`src/rtl/seg_scan_ctrl_pkg.sv`:
```
// seg_pkg: shared display constants and types.
//   HEX7SEG   - nibble -> 7 active-low segment bits {G,F,E,D,C,B,A}
//   SEG_OFF   - cathode bus value with everything dark
//   AN_OFF    - anode bus value with every digit off
//   dig_t     - digit index (0 = rightmost)
//   disp_buf_t- one display buffer (value, decimal points, forced blanks)
//   lzb_off() - leading-zero test for a digit slot
package seg_pkg;

  typedef logic [1:0] dig_t;

  typedef struct packed {
    logic [15:0] value;
    logic [3:0]  dp;
    logic [3:0]  blank;
  } disp_buf_t;

  localparam logic [7:0] SEG_OFF = 8'hFF;
  localparam logic [3:0] AN_OFF  = 4'hF;

  localparam logic [6:0] HEX7SEG [16] = '{
    7'h40, 7'h79, 7'h24, 7'h30, 7'h19, 7'h12, 7'h02, 7'h78,
    7'h00, 7'h10, 7'h08, 7'h03, 7'h46, 7'h21, 7'h06, 7'h0E
  };

  // True when digit d is a leading zero: every nibble at d and above is 0.
  // Digit 0 always shows, so a lone zero stays visible.
  function automatic logic lzb_off(input logic [15:0] v, input dig_t d);
    case (d)
      2'd1:    return (v[15:4]  == 12'h000);
      2'd2:    return (v[15:8]  == 8'h00);
      2'd3:    return (v[15:12] == 4'h0);
      default: return 1'b0;
    endcase
  endfunction

endpackage

```
`src/rtl/seg_scan_ctrl_if.sv`:
```
// Display bus between the datapath (master) and seg_scan_ctrl (slave).
//   en, load, value, dp, blank : master -> slave data/control
//   seg, an, frame             : slave -> master / pins
interface seg_scan_ctrl_if;
  logic        en;
  logic        load;
  logic [15:0] value;
  logic [3:0]  dp;
  logic [3:0]  blank;
  logic [7:0]  seg;
  logic [3:0]  an;
  logic        frame;

  modport master (output en, load, value, dp, blank, input  seg, an, frame);
  modport slave  (input  en, load, value, dp, blank, output seg, an, frame);
endinterface

```
`src/rtl/seg_scan_ctrl_hex7seg.sv`:
```
// hex7seg: combinational hex nibble -> active-low 7-segment decoder.
//   i_nib  hex digit
//   o_seg  {G,F,E,D,C,B,A}, 0 = segment lit
module hex7seg
  import seg_pkg::*;
(
  input  logic [3:0] i_nib,
  output logic [6:0] o_seg
);
  assign o_seg = HEX7SEG[i_nib];
endmodule

```
`src/rtl/seg_scan_ctrl.sv`:
```
// seg_scan_ctrl: 4-digit common-anode seven-segment scan controller.
// Cycles the anodes over one shared cathode bus and double-buffers the
// displayed value so updates only land at the digit-3 -> digit-0 wrap.
//   clk, rst_n : clock, async active-low reset
//   bus        : seg_scan_ctrl_if.slave (en/load/value/dp/blank in,
//                seg/an/frame out, all outputs registered)
module seg_scan_ctrl
  import seg_pkg::*;
#(
  parameter int SCAN_DIV = 100000,
  parameter int GUARD    = 2,
  parameter int LZB      = 1
) (
  input  logic          clk,
  input  logic          rst_n,
  seg_scan_ctrl_if.slave bus
);
  localparam int CW = $clog2(SCAN_DIV);

  logic [CW-1:0] r_cnt;
  dig_t          r_dig;
  disp_buf_t     r_act, r_pend;
  logic          r_dirty;
  logic [3:0]    r_an;
  logic [7:0]    r_seg;
  logic          r_frame;

  logic          w_tick, w_commit, w_dig_on;
  logic [3:0]    w_nib;
  logic [6:0]    w_seg7;

  assign w_tick   = (r_cnt == CW'(SCAN_DIV - 1));
  // Commit only on the wrap out of digit 3 so a frame never mixes buffers.
  assign w_commit = w_tick && (r_dig == 2'd3) && r_dirty;
  assign w_nib    = 4'(r_act.value >> {r_dig, 2'b00});

  // Guard cycles at slot start keep the previous digit's cathodes from
  // ghosting onto the newly selected anode.
  assign w_dig_on = bus.en
                 && (r_cnt >= CW'(GUARD))
                 && !r_act.blank[r_dig]
                 && !((LZB != 0) && lzb_off(r_act.value, r_dig));

  hex7seg u_dec (.i_nib(w_nib), .o_seg(w_seg7));

  always_ff @(posedge clk or negedge rst_n) begin
    if (!rst_n) begin
      r_cnt   <= '0;
      r_dig   <= '0;
      r_act   <= '0;
      r_pend  <= '0;
      r_dirty <= 1'b0;
      r_an    <= AN_OFF;
      r_seg   <= SEG_OFF;
      r_frame <= 1'b0;
    end else begin
      r_cnt   <= w_tick ? '0 : r_cnt + 1'b1;
      r_frame <= w_commit;
      if (w_tick)   r_dig <= r_dig + 2'd1;
      if (w_commit) r_act <= r_pend;
      if (bus.load) r_pend <= '{value: bus.value, dp: bus.dp, blank: bus.blank};
      // A load coinciding with a commit keeps dirty set: that data goes next frame.
      if (bus.load)      r_dirty <= 1'b1;
      else if (w_commit) r_dirty <= 1'b0;
      r_an  <= w_dig_on ? ~(4'b0001 << r_dig) : AN_OFF;
      r_seg <= w_dig_on ? {~r_act.dp[r_dig], w_seg7} : SEG_OFF;
    end
  end

  assign bus.an    = r_an;
  assign bus.seg   = r_seg;
  assign bus.frame = r_frame;
endmodule

```
`src/flat_wrapper.sv`:
```
// flat-port wrapper written by rule: the top's interface ports become plain ports
module seg_scan_ctrl_flat import seg_pkg::*;
#(
  parameter int SCAN_DIV = 100000,
  parameter int GUARD    = 2,
  parameter int LZB      = 1
)
  (clk, rst_n, bus_en, bus_load, bus_value, bus_dp, bus_blank, bus_seg, bus_an, bus_frame);
  seg_scan_ctrl_if bus_i ();
  input  logic clk;
  input  logic rst_n;
  input wire logic [$bits(bus_i.en)-1:0] bus_en;
  input wire logic [$bits(bus_i.load)-1:0] bus_load;
  input wire logic [$bits(bus_i.value)-1:0] bus_value;
  input wire logic [$bits(bus_i.dp)-1:0] bus_dp;
  input wire logic [$bits(bus_i.blank)-1:0] bus_blank;
  output wire logic [$bits(bus_i.seg)-1:0] bus_seg;
  output wire logic [$bits(bus_i.an)-1:0] bus_an;
  output wire logic [$bits(bus_i.frame)-1:0] bus_frame;
  assign bus_i.en = bus_en;
  assign bus_i.load = bus_load;
  assign bus_i.value = bus_value;
  assign bus_i.dp = bus_dp;
  assign bus_i.blank = bus_blank;
  assign bus_seg = bus_i.seg;
  assign bus_an = bus_i.an;
  assign bus_frame = bus_i.frame;
  seg_scan_ctrl #(.SCAN_DIV(SCAN_DIV), .GUARD(GUARD), .LZB(LZB)) u_core (.clk(clk), .rst_n(rst_n), .bus(bus_i));
endmodule
```
`config.mk`:
```
export PLATFORM = sky130hd
export DESIGN_NAME = seg_scan_ctrl_flat
export DESIGN_NICKNAME = d
export VERILOG_FILES = /design/src/rtl/seg_scan_ctrl_pkg.sv /design/src/rtl/seg_scan_ctrl_if.sv /design/src/rtl/seg_scan_ctrl_hex7seg.sv /design/src/rtl/seg_scan_ctrl.sv /design/src/flat_wrapper.sv
export SDC_FILE = /design/constraint.sdc
export NUM_CORES = 1
export LEC_CHECK = 0
export BUFFER_PORTS_ARGS = -buffer_cell sky130_fd_sc_hd__buf_2
export CORE_MARGIN = 10
export CORE_UTILIZATION = 58
export DETAILED_ROUTE_END_ITERATION = 10
export PLACE_DENSITY = 0.81
export SLEW_MARGIN = 10
export SYNTH_ARGS = -nofsm -noshare
export SYNTH_HDL_FRONTEND = slang
export SYNTH_HIERARCHICAL = 1
export SYNTH_SLANG_ARGS = --single-unit
```
`constraint.sdc`:
```
create_clock -name clk -period 2.65 [get_ports clk]
set_input_delay 0.1325 -clock clk [delete_from_list [all_inputs] [get_ports clk]]
set_output_delay 0.1325 -clock clk [all_outputs]
set_load 0.03 [all_outputs]
```
* Word level (Yosys, flattened, before mapping)
Memory sizes are Yosys's and may differ from the RTL's.
Cells that the tools add are included.
Widths: inputs -> output; s select.
** Storage, ports and cells
- Memories :: 1
- Logic and storage cells :: 50
- Memory bits (read-only) :: 112
- Register bits :: 81
- Output and inout bits :: 13
** Cells by class
- Eq/ne operators :: 4
- Mux-type cells :: 12
- $lt $le $gt $ge :: 3
- Bitwise gates (word level) :: 3
- Shift operators :: 2
- Reductions and logical operators :: 11
- Add/sub/neg operators :: 2
** Memories
- (no name shown) :: depth 16, bits a word 7, rd ports 1, clocked after memory_dff 0, write ports 0, line seg_scan_ctrl_hex7seg.sv:10 : assign o_seg = HEX7SEG[i_nib];
** Operators with widths (count)
- $add 17x1->17 const B :: 1
- $eq 17x17->1 const B :: 1
- $ge 17x2->1 const B :: 1
- $mux 17 :: 1
- $shr 16x4->4 :: 1
- $mux 7 :: 2
- $logic_not 12->1 :: 1
- $logic_not 8->1 :: 1
- $mux 8 :: 1
- $ge 5x5->1 const B :: 1
- $logic_and 1x1->1 :: 5
- $not 4->5 :: 1
- $bmux 1 s2 :: 2
- $eq 2x2->1 const B :: 2
- $logic_not 4->1 :: 1
- $mux 1 :: 4
- $mux 4 :: 1
- $not 4->4 :: 1
- $shl 1x2->4 const A :: 1
- $lt 2x3->1 const B :: 1
- $pmux 1 s3 :: 1
- $add 2x1->2 const B :: 1
- $eq 2x1->1 const B :: 1
- $logic_not 1->1 :: 2
- other kinds (2) :: 2

* Logic depth before layout (Yosys ltp)
Gate-level depths: netlist (run 1).
- Word-level depth :: 6
- Mapped depth :: 8
- Mapped depth without buffers :: 7

* By module
Netlist (run 1), hierarchy kept.
** Modules (own cells, without submodules)
- seg_scan_ctrl :: cells each 248, area an instance 3549.7 um^2, instances 1
- hex7seg :: cells each 35, area an instance 247.7 um^2, instances 1

* Least setup slack after synthesis (run 1)
OpenSTA, ideal clock, no wires.
- Path type :: reg2reg
- From :: register u_core.r_cnt[13]
- To :: register u_core/r_act[10] in the netlist's numbering
- Required time :: 2525 ps
- Path slack :: 392 ps
- Data arrival time :: 2133 ps
- Library setup time :: 125 ps
- Stages on the path, launching flop included :: 7
- Path through :: dfrtp_1 > or4_4 > nor4_4 > and3_1 > buf_6 > buf_12 > mux2_4
** On the way
- Word-level cells in the longest chain between the ends :: 3
** Ends and longest elaborated chain
- from (decl) :: line seg_scan_ctrl.sv:20 : logic [CW-1:0] r_cnt;
- from (signal assigned) :: line seg_scan_ctrl.sv:57 : r_cnt <= w_tick ? '0 : r_cnt + 1'b1;
- $eq 17x17->1 :: line seg_scan_ctrl.sv:32 : assign w_tick = (r_cnt == CW'(SCAN_DIV - 1));
- $logic_and 1x1->1 (2 in series) :: line seg_scan_ctrl.sv:34 : assign w_commit = w_tick && (r_dig == 2'd3) && r_dirty;
- to (signal assigned) :: line seg_scan_ctrl.sv:60 : if (w_commit) r_act <= r_pend;
- to (decl) :: line seg_scan_ctrl.sv:22 : disp_buf_t r_act, r_pend;
No other way between the ends.
A chain may end at the register's enable or synchronous reset.

* Final worst setup path (run 1)
- From :: register u_core.r_cnt[13]
- To :: register u_core/r_act[7] in the netlist's numbering
Same word-level chain as after synthesis.

==> results.cfg, run 1 <==
[synth]
syn-cell-area_um2 = 3800
post_synth.cell_area_avg_um2 = 13.4
yosysSeqAreaShare_pct = 53.8
yosys.area.top_type_share_pct = 45.5
yosys_warnings = 6
synth-seq-cells = 81
synth.cells.most_frequent = 69 x dfrtp_1, 29 x mux2_2, 20 x mux2_4
synth-async-reset-ratio_pct = 100
netlist_cell_types = 44
yosys.cell_count.top_type = dfrtp_1
leading_area_contributor_after_synthesis = dfrtp_1
yosys_most_used_dff = dfrtp_1
post_synth_edffs = 0
syn_nets = 325
synthesis.instances = 283
synth_area_leaders = dfrtp_1 45%, mux2_2 8.6%, dfstp_2 8.3%, mux2_4 7.9%, ha_1 4.6%

[floorplan]
core_rows = 29
design.core.area_um2 = 6350
io_pins = 41
floorplan.die_area_um2 = 10200
floorplan.initialDensity_pct = 59.8
die_width_um = 101
die_h_um = 101

[cts]
cts_max_path_buffers = 2
path_clk_slew_ns = 0.08
cts_max_level = 3
clk_root_buffer_cell = clkbuf_8
cts.sink_count = 81
cts_inserted_buffers = 9
clock_insertion_delay_worst_skew_ns = 0.35
tritoncts = built

[pwr]
clkPwrFrac_pct = 35.9
cellInternalPower_mw = 1.73
power.static_leakage_nw = 1.95
pwr-share-seq_pct = 58.4
power.switching_uw = 511
powerDensity_nw_per_um2 = 517
power.share.combinational_pct = 5.7
power.switching_fraction_pct = 22.8
ir_worst_vdd_v = 0.000352

[timing]
timing.fmax_mhz = 442
timing.final.crit_period_ns = 2.26
setup-tns-final_ns = 0
timing.clock.skew_ns = 0.0105
drv_slew = 0
worst_pin_slew_ns = 0.970
hold_viol_final = 0
timing.slew.headroom_pct = 35.3
report.final.setup_viol = 0
rsz0062_at_grt = no
timing.final.crit_share_pct = 85.4
timing.final.ws_setup_ns = 0.387
fin_worst_hold_slack_ns = 0.0113

[grt]
number_of_antenna_violations_at_the_first_check_in_global_routing = 0
gr-usage-all-layers_pct = 14.6
largest_net_degree_at_the_start_of_global_routing = 82
grt_first_pass_wirelength_um = 11900
first_global_vias = 2454
grt.overflow.total = 0

[detailed_routing]
drtIter0Drc = 101
detail-route-antenna-nets = 0
route.detailed.wl_per_inst_um = 17.1
drc_errors = 0
routed_via_density = 5.67
drtPass1Iterations = 5
num_vias = 2359
routed_wl_um = 7130

[setup_path]
worstSetupEndpointType = flip-flop
timing.critical_path.fanout_max = 24
cp.required_ns = 2.88
worst-endpoint-arrival_ns = 2.49
worstSetupStartpointType = flip-flop
crit_type = flip-flop to flip-flop

[run_status]
run_status = finished clean

[run]
maxCapViolations = 0

[cells_and_area]
post_route_cells_drive_above_1_share_pct = 38.3
area_growth_from_synthesis_to_final_layout_pct = 13.9
nets_final = 378
antenna_cells_inserted = 0

[placed_design]
gp_congestion = 0.873
io_buffer_count = 40
dpl.hpwl_um = 4860
pre_cts_slack_ns = 0.414

[worst_hold_path]
timing.hold.worst.class = input pin to flip-flop
flip-flops by register name, summed over array words and instances (netlist names):
register          flops
u_core/bus.an         4
u_core/bus.frame      1
u_core/bus.seg        8
u_core/r_act         24
u_core/r_cnt         17
u_core/r_dig          2
u_core/r_dirty        1
u_core/r_pend        24
per-layer routing:
metal | wire length [um] | global-route usage (%) | vias up
li1 | - | - | 1100
met1 | 3250 | 19.3 | 1163
met2 | 3290 | 21.4 | 87
met3 | 492 | 5.42 | 9
met4 | 96 | 5.36 | 0
met5 | 0 | 0 | -
path summary, 6_finish.rpt:
check	start	to	slack (ns)	cells after the start
max	u_core/r_cnt[13]	u_core/r_act[7]	0.39	5
min	bus_blank[3]	u_core/r_pend[3]	0.01	2
max reg2reg	u_core/r_cnt[13]	u_core/r_act[7]	0.39	5
min reg2reg	u_core/r_dirty	u_core/r_dirty	0.50	1
max in group asynchronous	rst_n	u_core/r_cnt[13]	1.55	2
min in group asynchronous	rst_n	u_core/r_cnt[2]	0.49	2
critical path, stage by stage, from the launching register on:
cell,delay [ns]
dfrtp_1,0.44
or4_4,0.57
nor4_4,0.30
and3_1,0.24
buf_12,0.22
mux2_2,0.36
power groups by stage:
| stage | sequential, mW | clock [mW] | combinational [mW] |
|---|---|---|---|
| 2_1_floorplan | 1.33 | 0 | 0.0515 |
| 3_3_place_gp | 1.33 | 0 | 0.113 |
| 3_5_place_dp | 1.33 | 0 | 0.117 |
| 4_1_cts | 1.31 | 0.824 | 0.126 |
| 5_1_grt | 1.31 | 0.881 | 0.144 |
| 6_report | 1.31 | 0.802 | 0.129 |
layout make-up:
cell class                      count  area [um2]
Multi-Input combinational cell    181        1630
Sequential cell                    81        2040
Clock buffer                       11         151
Tap cell                           77        96.3
Fill cell                         462        2020
Inverter                            7        26.3
Clock inverter                      3        17.5
Timing Repair Buffer               56         365
metrics by stage:
stage	total power [mW]	cells	utilization [%]	area, um2
after floorplan	1.38	283	-	3800
after global placement	1.44	390	63.6	4040
after detailed placement	1.45	390	63.6	4040
after CTS	2.26	411	67.3	4280
after global routing	2.33	416	68.1	4330
final	2.24	416	68.1	4330
timing repair:
| action | in CTS | in global routing |
|---|---|---|
| hold buffers | 7 | 5 |
| setup buffers | 0 | 0 |
| gates resized for setup | 0 | 0 |
| endpoints found under the hold margin | 75 | 5 |
cells by family (layout without fill, tap and decap cells):
| logic type | count (synthesis) | count (layout) | share of synthesized area [%] |
|---|---|---|---|
| AOI/OAI and AO/OA | 16 | 16 | 2.60 |
| and+or+nand+nor | 79 | 79 | 11.6 |
| muxes | 56 | 56 | 20.3 |
| buffers and inverters | 21 | 77 | 3.36 |
| xor gates and xnor gates | 16 | 16 | 3.69 |
| adders and majority gates | 14 | 14 | 4.61 |
| DFF | 81 | 81 | 53.8 |
cells in the final DEF, fill, tap and decap left out, types with 12 or more instances in the layout:
master	count
buf_2	39
dfrtp_1	69
dfstp_2	12
dlygate4sd3_1	12
ha_1	14
mux2_2	29
mux2_4	20
nand2_1	14
nand3_1	12
nor2_1	15
Power figures use the tool's default switching activity.
==> run 2: changes to the inputs <==
CORE_UTILIZATION = 60   (was 58)
PLACE_DENSITY = 0.83   (was 0.81)
clock period = 2.9 ns   (was 2.65 ns; I/O delays follow)
==> run 2 against run 1 <==
  * Flip-flop and latch count unchanged
  * Clock power grew 12%
  * Routed wire length down 4.4%
  * Highest routed layer unchanged
  * Final area is 1.9% lower
  * Clock skew is essentially flat
  * Setup slack improved by 0.063 ns
  * Non-clock buffer count fell by 12
  * Fmax fell by 7.6%
  * Critical path depth unchanged
  * Critical endpoint unchanged
  * Register-to-register slack better by 0.06 ns
  * Power decreased by 1.9%
  * Hold slack gained 0.014 ns
==> results.cfg, run 2 (synthesis gave the netlist of run 1 again) <==
[run_status]
run_status = finished clean

[detailed_routing]
detail-route-antenna-nets = 0
num_vias = 2317
routed_via_density = 5.75
drtPass1Iterations = 4
drc_errors = 0
drtIter0Drc = 187
routed_wl_um = 6810
route.detailed.wl_per_inst_um = 16.9

[cells_and_area]
antenna_cells_inserted = 0
layout_common_cells = 69 x dfrtp_1, 39 x buf_2, 29 x mux2_2, 20 x mux2_4, 15 x nor2_1
mostFrequentLayoutCell = dfrtp_1
finalNonFillerCells = 403
register_area_um2 = 2040
nets_final = 366
postLayoutCoreUtil_pct = 70.4
final_design_area_no_fill_um2 = 4240
largest_registers = u_core/r_act (24), u_core/r_pend (24), u_core/r_cnt (17)
multi_input_gate_area_in_the_final_layout_um2 = 1630
post_route_cells_drive_above_1_share_pct = 39.3
area_growth_from_synthesis_to_final_layout_pct = 11.7
layout.filler_cells = 431

[timing]
rsz0062_at_grt = no
timing.final.crit_period_ns = 2.45
worst_pin_slew_ns = 0.972
drv_slew = 0
timing.fmax_mhz = 408
timing.final.ws_setup_ns = 0.450
fin_worst_hold_slack_ns = 0.0253
timing.clock.skew_ns = 0.0105
setup-tns-final_ns = 0
timing.final.crit_share_pct = 84.5
hold_viol_final = 0
timing.slew.headroom_pct = 35.2
report.final.setup_viol = 0

[placed_design]
pre_cts_slack_ns = 0.533
io_buffer_count = 40
placed_cell_area_um2 = 4020
gp_congestion = 0.906
dp.cells = 387
dpl.hpwl_um = 4850

[cts]
clock_insertion_delay_worst_skew_ns = 0.35
cts_max_path_buffers = 2
cts_max_level = 3
clk_root_buffer_cell = clkbuf_8
tritoncts = built
path_clk_slew_ns = 0.08
post_cts.resized_instances = 0
cts.sink_count = 81
cts_inserted_buffers = 9

[grt]
number_of_antenna_violations_at_the_first_check_in_global_routing = 0
grt.overflow.total = 0
gr-usage-all-layers_pct = 14.6
first_global_vias = 2427
grt_first_pass_wirelength_um = 11700
largest_net_degree_at_the_start_of_global_routing = 82

[floorplan]
die_width_um = 99.6
floorplan.die_area_um2 = 9910
core_rows = 28
io_pins = 41
design.core.area_um2 = 6030
floorplan.initialDensity_pct = 63.0
die_h_um = 99.6

[setup_path]
cp.required_ns = 3.13
sequence_of_cells_on_the_critical_path = or4_4, nor4_4, and3_1, buf_4, mux2_2
worstSetupStartpointType = flip-flop
timing.critical_path.fanout_max = 24
critPathSlowestCell = or4_4
worst-endpoint-arrival_ns = 2.68
crit_type = flip-flop to flip-flop
worstSetupEndpointType = flip-flop
critical_path.max_stage_delay_ns = 0.57

[run]
maxCapViolations = 0

[worst_hold_path]
timing.hold.worst.class = input pin to flip-flop

[pwr]
powerDensity_nw_per_um2 = 517
power.static_leakage_nw = 1.91
ir_worst_vdd_v = 0.000367
power_mw = 2.19
-- run 2: cell types whose count changed in the layout (fill, tap and decap cells not counted), sizes merged --
cell / delta
buf: -1
clkinv: -2
dlygate4sd3: -11
bufinv: +2
inv: +1
-- run 2: power breakdown --
| group | internal [mW] | switching [mW] |
|---|---|---|
| sequential | 1.17 | 0.0197 |
| clock | 0.507 | 0.388 |
| combinational | 0.0503 | 0.0566 |
| total | 1.73 | 0.464 |
-- run 2: area by class of cell --
cell class / count / share of cell area, %
Sequential cell: 81 / 48.1
Multi-Input combinational cell: 181 / 38.4
Timing Repair Buffer: 44 / 5.54
Clock buffer: 11 / 3.33
Tap cell: 75 / 2.21
Clock inverter: 4 / 1.80
Inverter: 7 / 0.619
-- run 2: worst paths after layout --
path	startpoint	end	slack [ns]	cells after the start
hold reg to reg	u_core/r_pend[15]	u_core/r_act[15]	0.50	1
max in group asynchronous	rst_n	u_core/r_dirty	1.78	2
setup / recovery	u_core/r_cnt[13]	u_core/r_act[7]	0.45	5
hold / removal	bus_value[6]	u_core/r_pend[14]	0.03	2
setup reg to reg	u_core/r_cnt[13]	u_core/r_act[7]	0.45	5
min in group asynchronous	rst_n	u_core/r_pend[13]	0.51	2
-- run 2: worst max-delay path: cells and delay by family, from the launching register on --
kind | cells | cell delay, ns
simple gates | 3 | 1.11
flops | 1 | 0.44
mux | 1 | 0.38
buf+inv | 1 | 0.37
-- run 2: what timing repair did --
item,4_1_cts,5_1_grt
setup buffers,0,0
hold endpoints to repair,69,0
hold buffers,1,0
-- run 2: per-layer routing --
layer	track usage (%)	up-vias	wire, um	share of wire, %
li1	-	1089	-	-
met1	19.6	1135	3220	47
met2	21.1	76	3010	44
met3	3.94	17	393	5.8
met4	7.50	0	182	2.7
met5	0	-	0	0
==> run 3: changes to the inputs <==
ABC_AREA = 1   (was default)
PLACE_DENSITY = 0.82   (was 0.83)
clock period = 2.4 ns   (was 2.9 ns; I/O delays follow)
==> run 3 against run 2 <==
  * Synthesized cell count up 99%
  * Clock-buffer cell count down 1
  * Flip-flop and latch count unchanged
  * Sequential power up 19%
  * Critical path type unchanged
  * Via count up 57%
==> results.cfg, run 3 <==
[setup_path]
end_point_of_the_critical_path = u_core/bus.seg[3]
timing.rr.end = u_core/bus.seg[3]
timing.critical_path.fanout_max = 17
r2r_cells = 13
crit_type = flip-flop to flip-flop
crit-reg2reg-launch = u_core/r_dig[0]
rrSetupSlack_ns = 0.24
worstSetupEndpointType = flip-flop
cp.required_ns = 2.68
worstSetupStartpointType = flip-flop
critPathLaunch = u_core/r_dig[0]
worst-endpoint-arrival_ns = 2.43

[floorplan]
io_pins = 41
floorplan.initialDensity_pct = 61.3
die_h_um = 106
design.core.area_um2 = 7210
core_rows = 31
die_width_um = 106
floorplan.die_area_um2 = 11200

[grt]
largest_net_degree_at_the_start_of_global_routing = 80
grt.overflow.total = 0
gr-usage-all-layers_pct = 17.5
number_of_antenna_violations_at_the_first_check_in_global_routing = 0
first_global_vias = 3442
grt_first_pass_wirelength_um = 16400

[synth]
synth-seq-cells = 81
synth-async-reset-ratio_pct = 100
yosys.area.top_type_share_pct = 39.0
syn_nets = 606
netlist_cell_types = 35
yosys_most_used_dff = dfrtp_1
synth_area_leaders = dfrtp_1 39%, nand2_1 12%, inv_1 9.2%, dfstp_2 7.1%, nand4_1 4.1%
syn-cell-area_um2 = 4420
yosys.cell_count.top_type = nand2_1
post_synth.cell_area_avg_um2 = 7.84
synth.cells.most_frequent = 139 x nand2_1, 108 x inv_1, 69 x dfrtp_1
leading_area_contributor_after_synthesis = dfrtp_1
yosysSeqAreaShare_pct = 46.2
synthesis.instances = 564
post_synth_edffs = 0
yosys_warnings = 6

[timing]
worst_pin_slew_ns = 0.966
timing.final.ws_setup_ns = 0.245
report.final.setup_viol = 0
timing.final.crit_period_ns = 2.16
hold_viol_final = 0
timing.clock.skew_ns = 0.0196
timing.slew.headroom_pct = 35.6
drv_slew = 0
timing.final.crit_share_pct = 89.8
timing.fmax_mhz = 464
rsz0062_at_grt = no
setup-tns-final_ns = 0

[run_status]
run_status = finished clean

[cells_and_area]
mostFrequentLayoutCell = nand2_1
area_growth_from_synthesis_to_final_layout_pct = 14.0
multi_input_gate_area_in_the_final_layout_um2 = 1770
nets_final = 662
layout_common_cells = 139 x nand2_1, 108 x inv_1, 69 x dfrtp_1, 39 x buf_2, 36 x nor2_1
postLayoutCoreUtil_pct = 69.9
antenna_cells_inserted = 0
register_area_um2 = 2040
layout.filler_cells = 574
post_route_cells_drive_above_1_share_pct = 15.7
largest_registers = u_core/r_act (24), u_core/r_pend (24), u_core/r_cnt (17)

[placed_design]
pre_cts_slack_ns = 0.161
io_buffer_count = 40
gp_congestion = 0.942
dpl.hpwl_um = 6600

[pwr]
ir_worst_vdd_v = 0.000352
power.static_leakage_nw = 2.76
powerDensity_nw_per_um2 = 494
power_mw = 2.49

[detailed_routing]
detail-route-antenna-nets = 0
drtPass1Iterations = 5
routed_wl_um = 9540
num_vias = 3637
route.detailed.wl_per_inst_um = 13.2
routed_via_density = 5.02
drc_errors = 0
drtIter0Drc = 198

[cts]
tritoncts = built
cts_max_path_buffers = 2
path_clk_slew_ns = 0.08
cts_max_level = 3
cts.sink_count = 81
cts.repair_timing.setup_buffer_count = 0
cts_inserted_buffers = 9
clock_insertion_delay_worst_skew_ns = 0.36
clk_root_buffer_cell = clkbuf_8

[worst_hold_path]
timing.hold.worst.class = input pin to flip-flop

[run]
maxCapViolations = 0
## run 3: kinds of logic after synthesis
kind of cell / share of synthesized area (%)
and+or+nand+nor: 27.4
buffers and inverters: 14.0
DFF: 46.2
AOI/OAI and AO/OA: 6.68
adders and majority gates: 3.96
xor gates and xnor gates: 1.75
## run 3: cell type report
| cell class | count | share of cell area, % |
|---|---|---|
| flip-flops and latches | 81 | 40.5 |
| clock inverters | 6 | 0.968 |
| multi-input cells | 341 | 35.2 |
| repair buffers | 69 | 9.58 |
| clock buffers | 10 | 2.53 |
| inverters | 118 | 8.81 |
| well taps | 99 | 2.46 |
## run 3: stage by stage
stage | cells | hold WS, ns | instance area, um2
after global routing | 724 | 0.309 | 5040
after CTS | 724 | 0.277 | 5030
after floorplan | 564 | -0.176 | 4420
after global placement | 683 | 0.324 | 4600
after detailed placement | 683 | 0.331 | 4600
final | 724 | 0.281 | 5040
## run 3: metal layers
metal,global-route usage [%],vias to the layer above,share of wire (%)
li1,-,1858,-
met1,23.3,1649,47
met2,27.0,116,45
met3,5.66,14,6.6
met4,4.06,0,1.0
met5,0,-,0
## run 3: critical path: stages, from the launching register on
cell	delay [ns]
dfrtp_1	0.39
inv_1	0.35
o21ai_0	0.17
a21oi_1	0.23
a21oi_2	0.10
inv_1	0.16
ha_1	0.28
inv_1	0.07
nand2_1	0.04
nand2_1	0.08
nand2_1	0.05
nand2_1	0.05
inv_1	0.04
nand3_1	0.08
## run 3: how the worst min path moves through the flow
stage	cells after the start	to	slack, ns	startpoint
5_1_grt	4	u_core/bus.seg[6]	0.31	bus_en
3_3_place_gp	3	u_core/r_pend[5]	0.32	bus_dp[1]
4_1_cts	4	u_core/bus.seg[5]	0.28	bus_en
6_report	4	u_core/bus.seg[5]	0.28	bus_en
2_1_floorplan	0	u_core/bus.frame	-0.18	rst_n
3_5_place_dp	3	u_core/r_pend[2]	0.33	bus_blank[2]
## run 3: repair_timing
action                                  in CTS  in global routing
endpoints found under the setup margin       0                  5
gates resized for setup                      0                  3
hold buffers                                25                  0
endpoints found under the hold margin       93                  0
## run 3: power breakdown
group	switching (mW)	internal [mW]	leakage, nW
registers	0.0102	1.41	1.03
clock network	0.520	0.387	0.0799
logic	0.0994	0.0659	1.65
total	0.630	1.86	2.76
